`config.mk`:
```
export PLATFORM = sky130hd
export DESIGN_NAME = rom_stream_reader_flat
export DESIGN_NICKNAME = d
export VERILOG_FILES = /design/src/rtl/rom_stream_reader_if.sv /design/src/rtl/rom_stream_reader.sv /design/src/flat_wrapper.sv
export SDC_FILE = /design/constraint.sdc
export NUM_CORES = 1
export LEC_CHECK = 0
export ABC_AREA = 1
export CORE_ASPECT_RATIO = 1.2
export CORE_MARGIN = 2
export CORE_UTILIZATION = 49
export DETAILED_ROUTE_END_ITERATION = 7
export PLACE_DENSITY = 0.86
export REMOVE_ABC_BUFFERS = 1
export SETUP_SLACK_MARGIN = 0.3
export SYNTH_ARGS = -nofsm -noshare
export SYNTH_HDL_FRONTEND = slang
export SYNTH_SLANG_ARGS = --single-unit
```
`constraint.sdc`:
```
create_clock -name clk -period 3.7 [get_ports clk]
set_clock_uncertainty 0.1 [all_clocks]
set_input_delay 0.37 -clock clk [delete_from_list [all_inputs] [get_ports clk]]
set_output_delay 0.37 -clock clk [all_outputs]
set_load 0.02 [all_outputs]
```
`src/rtl/rom_stream_reader_if.sv`:
```
// Output word stream of rom_stream_reader: valid/ready handshake with a last-word marker.
interface rom_stream_reader_if #(
   parameter int unsigned DATA_WIDTH = 32
);
   logic                  valid;
   logic                  ready;
   logic [DATA_WIDTH-1:0] data;
   logic                  last;

   modport master (output valid, output data, output last, input ready);
   modport slave  (input valid, input data, input last, output ready);
endinterface

```
`src/rtl/rom_stream_reader.sv`:
```
// Burst reader for a 1-cycle-latency ROM: issues consecutive reads and streams the words
// out through a 4-entry buffer, throttling reads with credits so the buffer never overflows.
module rom_stream_reader #(
   parameter int unsigned DATA_WIDTH = 32,
   parameter int unsigned DATA_DEPTH = 5
) (
   input  logic                  clk,
   input  logic                  rst,
   input  logic                  start,
   input  logic [DATA_DEPTH-1:0] base_addr,
   input  logic [DATA_DEPTH:0]   len,
   output logic                  rom_read,
   output logic [31:0]           rom_addr,
   input  logic [DATA_WIDTH-1:0] rom_data,
   rom_stream_reader_if.master   stream,
   output logic                  busy,
   output logic                  done
);

   localparam int unsigned BufDepth = 4;
   localparam logic [DATA_DEPTH-1:0] AddrOne = 1;
   localparam logic [DATA_DEPTH:0]   LenOne  = 1;

   typedef enum logic [1:0] {StIdle, StRun, StDrain} state_e;

   state_e                state_q;
   logic [DATA_WIDTH-1:0] buf_data_q [BufDepth];
   logic [BufDepth-1:0]   buf_last_q;
   logic [1:0]            wr_ptr_q, rd_ptr_q;
   logic [2:0]            count_q, count_d;
   logic [DATA_DEPTH-1:0] addr_q, next_addr_q;
   logic [DATA_DEPTH:0]   left_q;
   logic                  read_q, read_last_q;
   logic                  pend_q, pend_last_q;
   logic                  busy_q, done_q;
   logic                  pop, last_pop, credit_ok;

   // Credits count words buffered after this edge plus the read in flight this cycle.
   always_comb begin
      pop       = (count_q != '0) && stream.ready;
      last_pop  = pop && buf_last_q[rd_ptr_q];
      count_d   = count_q + {2'b00, pend_q} - {2'b00, pop};
      credit_ok = (count_d + {2'b00, read_q}) < 3'd4;
   end

   always_ff @(posedge clk) begin
      if (rst) begin
         state_q     <= StIdle;
         buf_last_q  <= '0;
         wr_ptr_q    <= '0;
         rd_ptr_q    <= '0;
         count_q     <= '0;
         addr_q      <= '0;
         next_addr_q <= '0;
         left_q      <= '0;
         read_q      <= 1'b0;
         read_last_q <= 1'b0;
         pend_q      <= 1'b0;
         pend_last_q <= 1'b0;
         busy_q      <= 1'b0;
         done_q      <= 1'b0;
         for (int i = 0; i < BufDepth; i++) begin
            buf_data_q[i] <= '0;
         end
      end else begin
         done_q      <= 1'b0;
         read_q      <= 1'b0;
         read_last_q <= 1'b0;
         pend_q      <= read_q;
         pend_last_q <= read_last_q;
         count_q     <= count_d;
         // The ROM word of last cycle's read lands unconditionally; credits reserved its slot.
         if (pend_q) begin
            buf_data_q[wr_ptr_q] <= rom_data;
            buf_last_q[wr_ptr_q] <= pend_last_q;
            wr_ptr_q             <= wr_ptr_q + 2'd1;
         end
         if (pop) begin
            rd_ptr_q <= rd_ptr_q + 2'd1;
         end
         unique case (state_q)
            StIdle: begin
               if (start) begin
                  if (len == '0) begin
                     done_q <= 1'b1;
                  end else begin
                     state_q     <= StRun;
                     busy_q      <= 1'b1;
                     read_q      <= 1'b1;
                     read_last_q <= (len == LenOne);
                     addr_q      <= base_addr;
                     next_addr_q <= base_addr + AddrOne;
                     left_q      <= len - LenOne;
                  end
               end
            end
            StRun: begin
               if (left_q == '0) begin
                  state_q <= StDrain;
               end else if (credit_ok) begin
                  read_q      <= 1'b1;
                  read_last_q <= (left_q == LenOne);
                  addr_q      <= next_addr_q;
                  next_addr_q <= next_addr_q + AddrOne;
                  left_q      <= left_q - LenOne;
               end
            end
            StDrain: begin
            end
            default: state_q <= StIdle;
         endcase
         if ((state_q != StIdle) && last_pop) begin
            state_q <= StIdle;
            busy_q  <= 1'b0;
            done_q  <= 1'b1;
         end
      end
   end

   assign rom_read     = read_q;
   assign rom_addr     = {{(32 - DATA_DEPTH){1'b0}}, addr_q};
   assign stream.valid = (count_q != '0);
   assign stream.data  = buf_data_q[rd_ptr_q];
   assign stream.last  = (count_q != '0) && buf_last_q[rd_ptr_q];
   assign busy         = busy_q;
   assign done         = done_q;

endmodule
```
`src/flat_wrapper.sv`:
```
// flat-port wrapper written by rule: the top's interface ports become plain ports
module rom_stream_reader_flat 
#(
   parameter int unsigned DATA_WIDTH = 32,
   parameter int unsigned DATA_DEPTH = 5
)
  (clk, rst, start, base_addr, len, rom_read, rom_addr, rom_data, busy, done, stream_valid, stream_data, stream_last, stream_ready);
  rom_stream_reader_if #(.DATA_WIDTH(DATA_WIDTH)) stream_i ();
  input  logic clk;
  input  logic rst;
  input  logic start;
  input  logic [DATA_DEPTH-1:0] base_addr;
  input  logic [DATA_DEPTH:0] len;
  output logic rom_read;
  output logic [31:0] rom_addr;
  input  logic [DATA_WIDTH-1:0] rom_data;
  output logic busy;
  output logic done;
  output wire logic [$bits(stream_i.valid)-1:0] stream_valid;
  output wire logic [$bits(stream_i.data)-1:0] stream_data;
  output wire logic [$bits(stream_i.last)-1:0] stream_last;
  input wire logic [$bits(stream_i.ready)-1:0] stream_ready;
  assign stream_valid = stream_i.valid;
  assign stream_data = stream_i.data;
  assign stream_last = stream_i.last;
  assign stream_i.ready = stream_ready;
  rom_stream_reader #(.DATA_WIDTH(DATA_WIDTH), .DATA_DEPTH(DATA_DEPTH)) u_core (.clk(clk), .rst(rst), .start(start), .base_addr(base_addr), .len(len), .rom_read(rom_read), .rom_addr(rom_addr), .rom_data(rom_data), .stream(stream_i), .busy(busy), .done(done));
endmodule
```
-- Word-level counts from Yosys, hierarchy flattened
Memory sizes are Yosys's and may differ from the RTL's. A register that Yosys moved wholly into a read port is not among the register bits.
Index checks and enable logic that the tools add are counted.
- register bits: 35
- RAM bits: 128
- bits of input ports: 47
- output and inout port bits: 69
- word-level logic and storage cells: 103
- memories kept: 1
- memory list (memory ; words ; width ; read ports ; clocked after Yosys merged registers in ; wr ports ; RTL line ; source):
    u_core.buf_data_q ; 4 ; 32 ; 1 ; 1 ; 4 ; rom_stream_reader.sv:27 ; logic [DATA_WIDTH-1:0] buf_data_q [BufDepth];
- add/sub/neg operators: 9
- magnitude comparators: 4
- equal/unequal tests: 9
- multiplexer cells: 48
- bitwise operators: 2
- reductions and logical operators: 16
- operators with widths (cell ; count):
    5-bit 2-to-1 mux ; 8
    32-bit 2-to-1 mux ; 1
    32-bit OR reduction ; 1
    6-bit 2-to-1 mux ; 4
    1-bit 2-to-1 mux ; 20
    5-bit one-hot mux with 2 select lines ; 2
    6-bit by 1-bit == test with 1-bit output, second input constant ; 2
    6-bit logical NOT ; 2
    2-bit 2-to-1 mux ; 6
    6-bit one-hot mux with 2 select lines ; 1
    6-bit by 1-bit subtractor with 6-bit output, second input constant ; 2
    5-bit by 1-bit adder with 5-bit output, second input constant ; 2
    3-bit by 1-bit adder with 3-bit output ; 2
    2-bit by 3-bit < comparator with 1-bit output, second input constant ; 2
    2-bit != test, second input constant ; 3
    2-bit one-hot mux with 3 select lines ; 1
    1-bit logical AND ; 5
    5-bit AND reduction ; 1
    2-bit by 1-bit adder with 2-bit output, second input constant ; 2
    4-bit bitwise mux ; 1
    2-bit by 1-bit != test with 1-bit output, second input constant ; 2
    1-bit one-hot mux with 2 select lines ; 2
    4-bit AND reduction ; 1
    2-bit nonzero test ; 2
    other kinds (12) ; 13

-- Logic depth before layout (Yosys ltp)
Gate-level depths: netlist of the first run.
- word-level depth: 8
- gate-level depth with buffers: 20
- gate-level depth less buffers: 19

-- Worst setup path before layout of the first run
No wires, ideal clock.
- kind: in2reg
- from: input rst
- to: memory u_core.buf_data_q[3][0], enable pin
- library setup time: 461 ps
- data arrival time: 2970 ps
- data required time: 3139 ps
- slack: 169 ps
- stages: 3
- buffers on the path: 1
- cells stage by stage: buf_1 > nor2_1 > nor3_1
- RTL lines (what ; RTL line ; source):
    start, declared ; flat_wrapper.sv:10 ; input logic rst;
    end, declared ; rom_stream_reader.sv:27 ;

-- Final worst setup path of the first run
- from: register u_core.count_q[1]
- to: register u_core.left_q[3]
- cells in the longest elaborated chain, start to end: 7
- elaborated cells between the ends (all ways): 8
- classes of those cells: add/sub (3); order compare (1); eq/ne (1); reduce/logical (3)
- ends and longest elaborated chain (what ; RTL line ; source):
    start, declared ; rom_stream_reader.sv:30 ; logic [2:0] count_q, count_d;
    start signal, assigned ; rom_stream_reader.sv:71 ; count_q <= count_d;
    3-bit nonzero test ; rom_stream_reader.sv:40 ; pop = (count_q != '0) && stream.ready;
    1-bit logical AND ; rom_stream_reader.sv:40 ;
    named net u_core.pop ; rom_stream_reader.sv:36 ; logic pop, last_pop, credit_ok;
    3-bit by 1-bit subtractor with 3-bit output ; rom_stream_reader.sv:42 ; count_d = count_q + {2'b00, pend_q} - {2'b00, pop};
    3-bit by 1-bit adder with 3-bit output ; rom_stream_reader.sv:43 ; credit_ok = (count_d + {2'b00, read_q}) < 3'd4;
    3-bit < comparator ; rom_stream_reader.sv:43 ;
    2-bit by 1-bit != test with 1-bit output (no line) ; - ;
    5-bit AND reduction (no line) ; - ;
    end signal, assigned ; rom_stream_reader.sv:93 ; left_q <= len - LenOne;
    end signal, assigned ; rom_stream_reader.sv:105 ; left_q <= left_q - LenOne;
    end, declared ; rom_stream_reader.sv:32 ; logic [DATA_DEPTH:0] left_q;
The timed path passes the listed nets, and every way through them passes these cells.
A chain may end at the register's enable or synchronous reset.

==> results list, run 1 <==
- Most used DFF post-synth: edfxtp_1
- Setup violations remaining at the end of the flow were counted as 0.
* Mapped cell area: 7690 sq um
* Post-DP HPWL: ~10000 um
- WL per Instance: around 15 um
- Min-Delay Startpoint: u_core.read_last_q
* Post-Place Worst Slack: 0.466 ns
- The placed instances occupy a cell area of ~8700 sq um.
* Router iterations before antenna repair: 5
- After routing, the total negative slack on setup checks comes to 0 ns.
- The number of hold buffers added after CTS was 0.
- Main combinational cell family by area after synthesis: simple AND/OR/NAND/NOR gates
- Mapped Cells: approximately 820
- Startpoint types: register
* Worst-path fanout max: 15
- The initial antenna violation count was 0.
- Number of enable flip-flop cells after synthesis: 128
- Cells on Worst Hold Path: 2
- Worst-Margin Slew: between 0.7 and 0.8 ns
- 0 antenna diodes ended up in the layout.
- TritonCTS clock tree: yes
- Of the synthesized area, sequential elements account for between 50% and 60%.
- Syn avg cell area: ~9.4 sq um
- Simple-gate area share of the yosys netlist: between 10% and 20%
- Hold WC Path Type: reg -> reg
- The tool flagged a number of max-cap violations equal to 0.
- After detailed routing, the number of vias per cell comes to 5.15.
- The analysis attributes to cell leakage a power of around 3.8 nW.
- Total wire length: about 17000 um
- Unrepaired setup endpoints after global routing: false
* Final instance count without filler cells: roughly 1100
- Pin count of the biggest net entering global routing: 65
- H-Tree Level Count: 4
- Fin crit share: between 80% and 90%
* Share of layout cells above drive strength 1: under 10%
- Summed over all layers, the global routing overflow is 0.
* Horizontal die dimension: 118 um
- Power spread over the standard cell area amounts to 630 nW/um^2.
* Final count of hold timing violations: 0
* First-iteration detailed-routing DRC count: 580
- For this configuration, the core starts out at a cell density of approximately half.
- CTS saw 165 sinks.
* Standard-cell row count: 50
* Status: finished clean
- Count of buffers inserted at the top-level ports: 88
- STA classifies the critical path endpoint as a register.
- Synth Warn #: 0
- Buffers from clock root to sink, at most: 2
* Slack of the worst reg-to-reg path: 0.62 ns
* Post-CTS Setup Bufs: 0
- The synthesized netlist devotes a little under a tenth of its cell area to compound gates.
* CTS clock-pin slew for the worst setup and hold paths: 0.06 ns
- Counting tap cells, the placed design contains a total of between 1000 and 1500 instances.
- Across all layers, the routed design uses about 5800 vias.
- Final Power: 5.78 mW
- Total of cells resized after clock tree synthesis: 0
- Yosys top cell area share: 50.0%
- I/O pins: 116
- FF-to-FF End: u_core.left_q[3]
- Post-route worst setup slack: 0.618 ns
- At the end of the flow the core is filled with cells to ~59%.
* Gpl congestion: around 0.85
- Worst Reg2Reg Path Length in Cells: 19
- The path with the worst hold slack has its endpoint at u_core.pend_last_q.
- The critical path is of the reg -> reg type.
- The portion of synthesized area spent on multiplexers is less than 1%.
- ANT nets after route: 0
* Library cell occupying the most area in the post-synthesis netlist: edfxtp_1
* Min Tclk post-route: 3.08 ns
- Global Route Usage Sum: between 20 and 25%
* Area added between synthesis and finish: 19.4%
- Beginning of the critical path: u_core.count_q[1]
* Area of the die: 16700 sq um
* Later-pin clock latency in the skew report: between 0.4 and 0.5 ns
- On the final layout, the worst hold slack is about 0.30 ns.
- Global-route wire length before repair: between 20000 and 30000 um
* Die outline height: 141 um
- Data on the critical path is required at its endpoint by slightly below 4 ns.
- Design area: around 9200 sq um
* Post-Synth Adder-Cell Area: a little over 2%
- The synthesized netlist contains 41 unique library cells.
- Max rail drop VDD: ~340 uV
- For this run, design rule violations remaining after detail routing come to 0.
- The max-slew violation count came to 0.
* Arrival @ worst endpoint: roughly 3.3 ns
* CTS root buffer: clkbuf_16
- Via count of the first global-routing pass: 5577
- Static timing analysis puts the maximum clock frequency at approximately 0.32 GHz.
- XOR/XNOR Fraction of Synth Area: 0.569%
- Cts bufs inserted: 17
- The core region is 15500 sq um.
- Async set or reset register ratio after synthesis: 0%
* Worst reg2reg startpoint: u_core.count_q[1]
* Dominant cells by area after synthesis: edfxtp_1 50%, nor2_1 12%, dfxtp_1 9.6%, o21ai_0 4.7%, nand2_1 3.4%
* Flip-flop and latch count after synthesis: between 150 and 200
- Final net count: about 960
- Remaining max-slew budget at the tightest pin: 50.3%
## sequential cells by signal, summed over array words and instances (netlist names), 2 cells and up, named ones only
name / flops
u_core.state_q: 2
u_core.buf_last_q: 4
u_core.left_q: 6
u_core.rd_ptr_q: 2
u_core.count_q: 3
u_core.next_addr_q: 5
u_core.addr_q: 5
u_core.buf_data_q: 128
u_core.wr_ptr_q: 2
## worst max-delay path, cell delays in order, from the launching register on
cell     delay (ns)
dfxtp_1        0.41
inv_1          0.10
nand3_1        0.14
nand2_1        0.09
inv_1          0.09
ha_1           0.23
inv_1          0.05
ha_1           0.13
inv_1          0.05
fa_1           0.40
inv_1          0.11
nand2_1        0.08
nand2_1        0.08
nand2_1        0.05
nand3_1        0.08
nand3_2        0.23
nand2_4        0.25
inv_2          0.12
nor2_1         0.13
nor2_1         0.05
## final cells by class
cell class | count | area (sq um)
fill | 1301 | 6330
sequential | 165 | 4590
multi-input combinational | 535 | 2520
timing repair buffer | 103 | 1010
clock buffer | 17 | 425
inverter | 75 | 284
tap | 208 | 260
clock inverter | 15 | 105
## cell usage after synthesis (2+ instances only)
master    instances
xor2_1            3
dfxtp_1          37
clkbuf_1         15
o21bai_1          3
inv_2             6
o21ai_1           3
buf_4            28
edfxtp_1        128
nor2_4            4
o21ai_0          73
xnor2_1           2
o22ai_1          32
nand3_1          20
buf_1             6
nand2_4           2
nand3b_1          3
nand2_1          69
nor2_1          245
ha_1             11
nand4_1           5
a21oi_1          13
buf_2            12
nand2_2           8
buf_6             3
inv_1            67
nand3_2           2
## layer usage
layer	up-vias	global-route usage, %	share of wire [%]
met5	-	0	0
met1	2690	23.9	40
li1	2804	-	-
met3	24	5.31	7.0
met2	237	35.9	51
met4	0	7.52	1.9
## layout by cell type (no fill, tap or decap), types with 5 or more instances in the layout
master	Yosys	final
o22ai_1	32	32
dfxtp_1	37	36
inv_1	67	67
nand3_1	20	20
conb_1	1	27
clkinv_1	1	5
nor2_1	245	245
clkdlybuf4s50_1	0	88
a21oi_1	13	13
nand4_1	5	5
inv_2	6	6
nand2_1	69	69
o21ai_0	73	73
clkbuf_16	0	17
nand2_2	8	8
ha_1	11	11
edfxtp_1	128	128
buf_4	28	14
## worst max path at each step
stage / endpoint / cells past startpoint
6_report: u_core.left_q[3] / 19
5_1_grt: u_core.left_q[3] / 19
4_1_cts: u_core.left_q[3] / 19
3_5_place_dp: u_core.left_q[3] / 18
3_3_place_gp: u_core.left_q[3] / 18
2_1_floorplan: u_core.buf_data_q[3][0] / 5
## report_power, final
group	total [mW]	switching [mW]	leakage [nW]	internal, mW
clock network	1.59	0.727	0.255	0.858
logic	1.88	1.15	1.91	0.723
registers	2.32	0.107	1.63	2.22
total	5.78	1.99	3.79	3.80
## logic make-up (layout without fill, tap and decap cells)
group / after synthesis / after routing
and+or+nand+nor: 361 / 361
AOI/OAI and AO/OA: 129 / 129
buffers and inverters: 141 / 210
xor gates and xnor gates: 5 / 5
other: 1 / 27
muxes: 1 / 1
adders and majority gates: 12 / 12
DFF: 165 / 165
Note: power is estimated with default switching activity, not from simulation.
==> run 2: changes to the inputs <==
clock period = 2.5 ns   (was 3.7 ns; I/O delays follow)
==> results list, run 2 (synthesized netlist as in run 1, its figures left out) <==
* Highest-count cells in the layout ignoring fill and taps: 243 x nor2_1, 128 x edfxtp_1, 66 x nand2_1
* Number of pins exceeding their max-slew limit in the final report: 0
- ~120 I/O pins were placed.
* Power per cell area: about 950 nW/um^2
- TritonCTS built the clock tree.
- The worst-case IR drop observed on VDD is 500 uV.
- The placed instances occupy a cell area of 8860 sq um.
- First-iteration detailed-routing DRC count: roughly 540
* Later-pin clock latency in the skew report: approximately 0.42 ns
* Status: finished with violations
- Die outline height: 141 um
* Startpoint types: register
- The register with the most flip-flops in the layout has between 100 and 150 of them.
- The die is 118 um wide.
* Post-DP HPWL: ~11000 um
- Top achievable clock speed: between 0.3 and 0.4 GHz
* Hold WC Path Type: reg -> reg
* Min Tclk post-route: between 2 and 3 ns
* Router iterations before antenna repair: 5
- The floorplan step defined a die boundary enclosing between 15000 and 20000 sq um.
* Register area: between 4000 and 5000 sq um
* Design area: 9530 sq um
* Via count of the first global-routing pass: 5981
* DR vias/cell: between 5 and 6
- Max stage delay on crit path: approximately 0.42 ns
* Routed vias: 5907
* Filler Cell Count: around 1300
* Worst hold margin: ~0.32 ns
* Area of combinational cells with multiple inputs: roughly 2600 sq um
- Clock tree synthesis inserted a total of 17 buffers.
- Register ranked first by flip-flop count: u_core.buf_data_q
* Required time at the worst-slack endpoint: roughly 2.7 ns
- The signal on the critical path passes through inv_2 > nand3_2 > nand2_2 > inv_2 > ha_4 > inv_4 > ha_4 > inv_4 > fa_2 > nor2_1 > nand2_1 > nand3b_4 > nand3_4 > buf_6 > nor2_1 > nor2_1 > nor2_1.
- Wires add up to between 15000 and 20000 um.
- The first global-routing pass estimated 28600 um of wire.
- The worst setup path is captured at a register.
* Leading cell type in the layout, fill and taps excluded: nor2_1
- Area added between synthesis and finish: 23.9%
- Standard-cell row count: 50
* Crit-path most repeated cell: nor2_1
- Setup violations remaining at the end of the flow were counted as 13.
- In the final layout, the registers with the most flip-flops are u_core.buf_data_q (128), u_core.left_q (6).
- Of the cells placed in the final design, the portion with a size suffix greater than 1 is approximately 14%.
- Data arrives at the worst endpoint at 2.80 ns.
* Max-capacitance violation count: 0
- The critical path is of the reg -> reg type.
- The final layout contains around 980 nets.
- In this run the tool buffered the top-level ports with 88 buffer cells.
- The region available for standard cell placement spans ~16000 sq um.
- For this run the aggregate overflow at the end of global routing stands at 0.
- Final Power: 9.10 mW
- The slowest stage of the critical path is the fa_2 cell.
* Pin count of the biggest net entering global routing: 49
- CTS built an H-tree with a depth of 4.
* Post-Place Worst Slack: -0.388 ns
* Post-route core utilization: between 60% and 70%
- ANT nets after route: 0
* Buffers from clock root to sink, at most: 2
- The initial utilization of the core area, before any placement, comes to roughly half.
- Worst-path fanout max: 10
* WL per Instance: ~15 um
- The final number of hold-violating endpoints came to 0.
- The tree built by TritonCTS fans out to ~170 sinks.
* # diodes: 0
- Unrepaired setup endpoints after global routing: true
* Global Route Usage Sum: a little over a fifth
* CTS clock-pin slew for the worst setup and hold paths: ~0.07 ns
* Fin crit share: 103%
* CTS root buffer: clkbuf_16
- In the post-route analysis, the smallest setup slack over all paths is -0.0856 ns.
* Gpl congestion: between 0.8 and 0.9
- Number of antenna violations at the first check in global routing: 1
* Static leakage: around 4.1 nW
- For this run, design rule violations remaining after detail routing come to 0.
* Failing checks: negative setup slack
## run 2: power breakdown
part,internal [mW],switching (mW)
Sequential,3.28,0.159
Clock,1.34,1.19
Combinational,1.25,1.87
## run 2: area by class of cell
cell class	instances	share of cell area (%)
flip-flops and latches	165	48.1
multi-input cells	535	27.3
repair buffers	129	12.6
clock buffers	17	4.46
inverters	75	3.06
well taps	208	2.73
clock inverters	15	1.68
## run 2: per-layer routing
| metal | track usage [%] | share of wire (%) | up-vias |
|---|---|---|---|
| li1 | - | - | 2859 |
| met1 | 24.8 | 39 | 2780 |
| met2 | 39.8 | 53 | 236 |
| met3 | 5.31 | 6.1 | 32 |
| met4 | 8.08 | 2.2 | 0 |
| met5 | 0 | 0 | - |
## run 2: repair_timing
| item | CTS | global route |
|---|---|---|
| endpoints found under the setup margin | 51 | 36 |
| hold endpoints to repair | 0 | 0 |
| gates resized for setup | 54 | 39 |
| hold buffers | 0 | 0 |
| setup buffers | 5 | 1 |
| pin swaps | 7 | 2 |
## run 2: path summary, 6_finish.rpt
path	start	end	slack [ns]	cells after the start
setup / recovery	u_core.count_q[2]	u_core.read_last_q	-0.09	17
setup reg to reg	u_core.count_q[2]	u_core.read_last_q	-0.09	17
hold / removal	u_core.read_last_q	u_core.pend_last_q	0.32	2
hold reg to reg	u_core.read_last_q	u_core.pend_last_q	0.32	2
## run 2: through the flow
step / cells / TNS (ns)
after floorplan: 775 / -72.42
after global placement: 1106 / -5.19
after detailed placement: 1106 / -6.47
after CTS: 1143 / -0.0277
after global routing: 1144 / -3.29
final: 1144 / -0.402
## run 2: worst max-delay path, delay by kind of cell, from the launching register on
family,cells,cell delay [ns]
and+or+nand+nor,9,0.87
adders and majority gates,3,0.84
DFF,1,0.32
buffers and inverters,5,0.34
==> run 3: changes to the inputs <==
PLACE_DENSITY = 0.79   (was 0.86)
==> results list, run 3 (synthesized netlist as in run 1, its figures left out) <==
- Status: finished with violations
- The final reports fail on negative setup slack.
- Area of the die: roughly 17000 sq um
* Later-pin clock latency in the skew report: between 0.4 and 0.5 ns
* Router iterations before antenna repair: 5
* DRC violation count after routing: 0
- More flip-flops sit in one register than any other, and that register is u_core.buf_data_q.
- Buffers inserted during clock tree synthesis total 17.
- # diodes: 0
* H-Tree Level Count: 4
- The clock passes through at most 2 buffers.
- In the final routing, the length of wire on met1 measures between 6000 and 7000 um.
- # setup viols final: 18
- Post-DP HPWL: 10600 um
- In this run the worst path has a maximum fanout of 5.
- The initial utilization of the core area, before any placement, comes to about half.
- Pin count of the biggest net entering global routing: 33
- Routed vias: about 5900
- I/O pins: ~120
* Share of layout cells above drive strength 1: between 15 and 20%
- Highest metal layer used by the detailed router: met4
* WL per Instance: around 16 um
- Hold buffer count at CTS: 0
- Tracing the worst setup path back leads to its startpoint at u_core.count_q[1].
- Capturing element type of the critical path: register
* Design area: roughly 9700 sq um
* Number of pins exceeding their max-slew limit in the final report: 0
- In the global route stage, overall resource usage came out at between 20% and 30%.
- Horizontal die dimension: about 120 um
- Top achievable clock speed: around 0.38 GHz
- The final number of hold-violating endpoints came to 0.
- Final net count: slightly below 1000
- Die outline height: around 140 um
* Final instance count without filler cells: about 1100
- Total met2 wirelength after detailed routing: around 9500 um
* Sum Neg Setup Slack: -1.38 ns
- Arrival @ worst endpoint: roughly 2.8 ns
- At the end of the flow the core is filled with cells to about 62%.
- Gpl congestion: roughly 0.86
- Including well taps, the total number of placed cells is approximately 1100.
- Wires add up to about 18000 um.
- The first global-routing pass estimated about 29000 um of wire.
- After layout, the design draws a total of between 9 and 10 mW.
* Post-route worst setup slack: -0.113 ns
- CTS clock-pin slew for the worst setup and hold paths: 0.07 ns
- The worst path uses 105% of the clock period.
* Count of buffers inserted at the top-level ports: a little under 90
- Once placement finished, the instance area stood at ~8800 sq um.
- After floorplanning, the core was divided into 50 placement rows.
* CTS root buffer: clkbuf_16
* Biggest registers after layout: u_core.buf_data_q (128), u_core.left_q (6)
* DR vias/cell: about 5.2
- The number of global-route vias before repair came to 5753.
- Dividing total power by cell area gives a power density of approximately 960 nW/um^2.
- STA classifies the critical path startpoint as a register.
* Unrepaired setup endpoints after global routing: true
* Min Tclk post-route: 2.61 ns
- TritonCTS clock tree: yes
* Max-capacitance violation count: 0
* Static leakage: ~4 nW
* Min-Delay Startpoint: u_core.read_last_q
* Max rail drop VDD: 636 uV
- Routed length on met3: about 1200 um
- Global route total overflow: 0
- Number of antenna violations at the first check in global routing: 0
- The library cell used most frequently in the layout, excluding fill and tap cells, is nor2_1.
- Hold WC Path Type: reg -> reg
* Slack of the worst reg-to-reg path: -0.11 ns
* Sink Count: approximately 170
- Area added between synthesis and finish: 25.5%
- Filler Cell Count: 1258
- First-iteration detailed-routing DRC count: roughly 650
- Max reg flops: about 130
- Worst reg2reg startpoint: u_core.count_q[1]
- Highest-count cells in the layout ignoring fill and taps: 233 x nor2_1, 128 x edfxtp_1, 67 x o21ai_0
* Area of the core region: between 15000 and 20000 sq um
- Required time at the worst-slack endpoint: 2.72 ns
- Once detail routing completed, the nets flagged for antenna violations numbered 0.
- The critical path in this run is classified as reg -> reg.
run 3: cell types whose count changed in the layout (fill, tap and decap cells not counted), moves of 3 or more:
cell	previous run	this run
nor2_1	243	233
nor2_2	3	12
clkbuf_2	10	5
inv_6	2	7
nand3_1	17	13
nand3_2	4	8
clkinv_4	4	1
nand2_1	66	63
nand2_2	10	13
run 3: worst max-delay path: stages, from the launching register on:
cell	delay, ns
dfxtp_2	0.33
inv_2	0.07
nand3_2	0.08
nand2_2	0.08
inv_2	0.05
ha_4	0.26
inv_4	0.03
ha_4	0.14
inv_2	0.05
fa_2	0.44
nor2_1	0.09
nand2_1	0.09
nand3b_4	0.17
nand3_4	0.18
buf_6	0.13
nand2_4	0.06
nor2_1	0.11
nor2_1	0.05
run 3: final timing paths:
check	end	cells after the start
max	u_core.addr_q[3]	17
min	u_core.pend_last_q	2
max reg2reg	u_core.addr_q[3]	17
min reg2reg	u_core.pend_last_q	2
run 3: layout make-up:
cell class	instances	area (sq um)	share of cell area, %
timing repair buffer	128	1220	12.6
sequential	165	4590	47.6
tap	208	260	2.70
clock buffer	17	425	4.41
timing repair inverter	1	8.76	0.0907
clock inverter	15	151	1.57
inverter	75	312	3.23
multi-input combinational	537	2690	27.8
run 3: repair_timing:
item	in CTS	in global routing
resized for setup	76	37
pin swaps	16	13
endpoints found under the setup margin	51	32
setup buffers	3	2
cloned	5	0
run 3: through the flow:
step / hold slack (ns) / setup WS (ns)
5_1_grt: 0.325 / -0.229
3_3_place_gp: 0.291 / -0.324
2_1_floorplan: 0.217 / -1.20
6_report: 0.310 / -0.113
4_1_cts: 0.309 / -0.106
3_5_place_dp: 0.297 / -0.376
run 3: layer usage:
metal,up-vias,track usage (%)
li1,2870,-
met1,2833,25.6
met4,0,6.39
met3,23,4.46
met5,-,0
met2,218,39.9
run 3: power breakdown:
group          leakage [nW]  total [mW]  switching, mW  internal (mW)
sequential             1.63        3.45          0.172           3.28
clock                 0.283        2.53           1.19           1.33
combinational          2.17        3.25           1.97           1.28
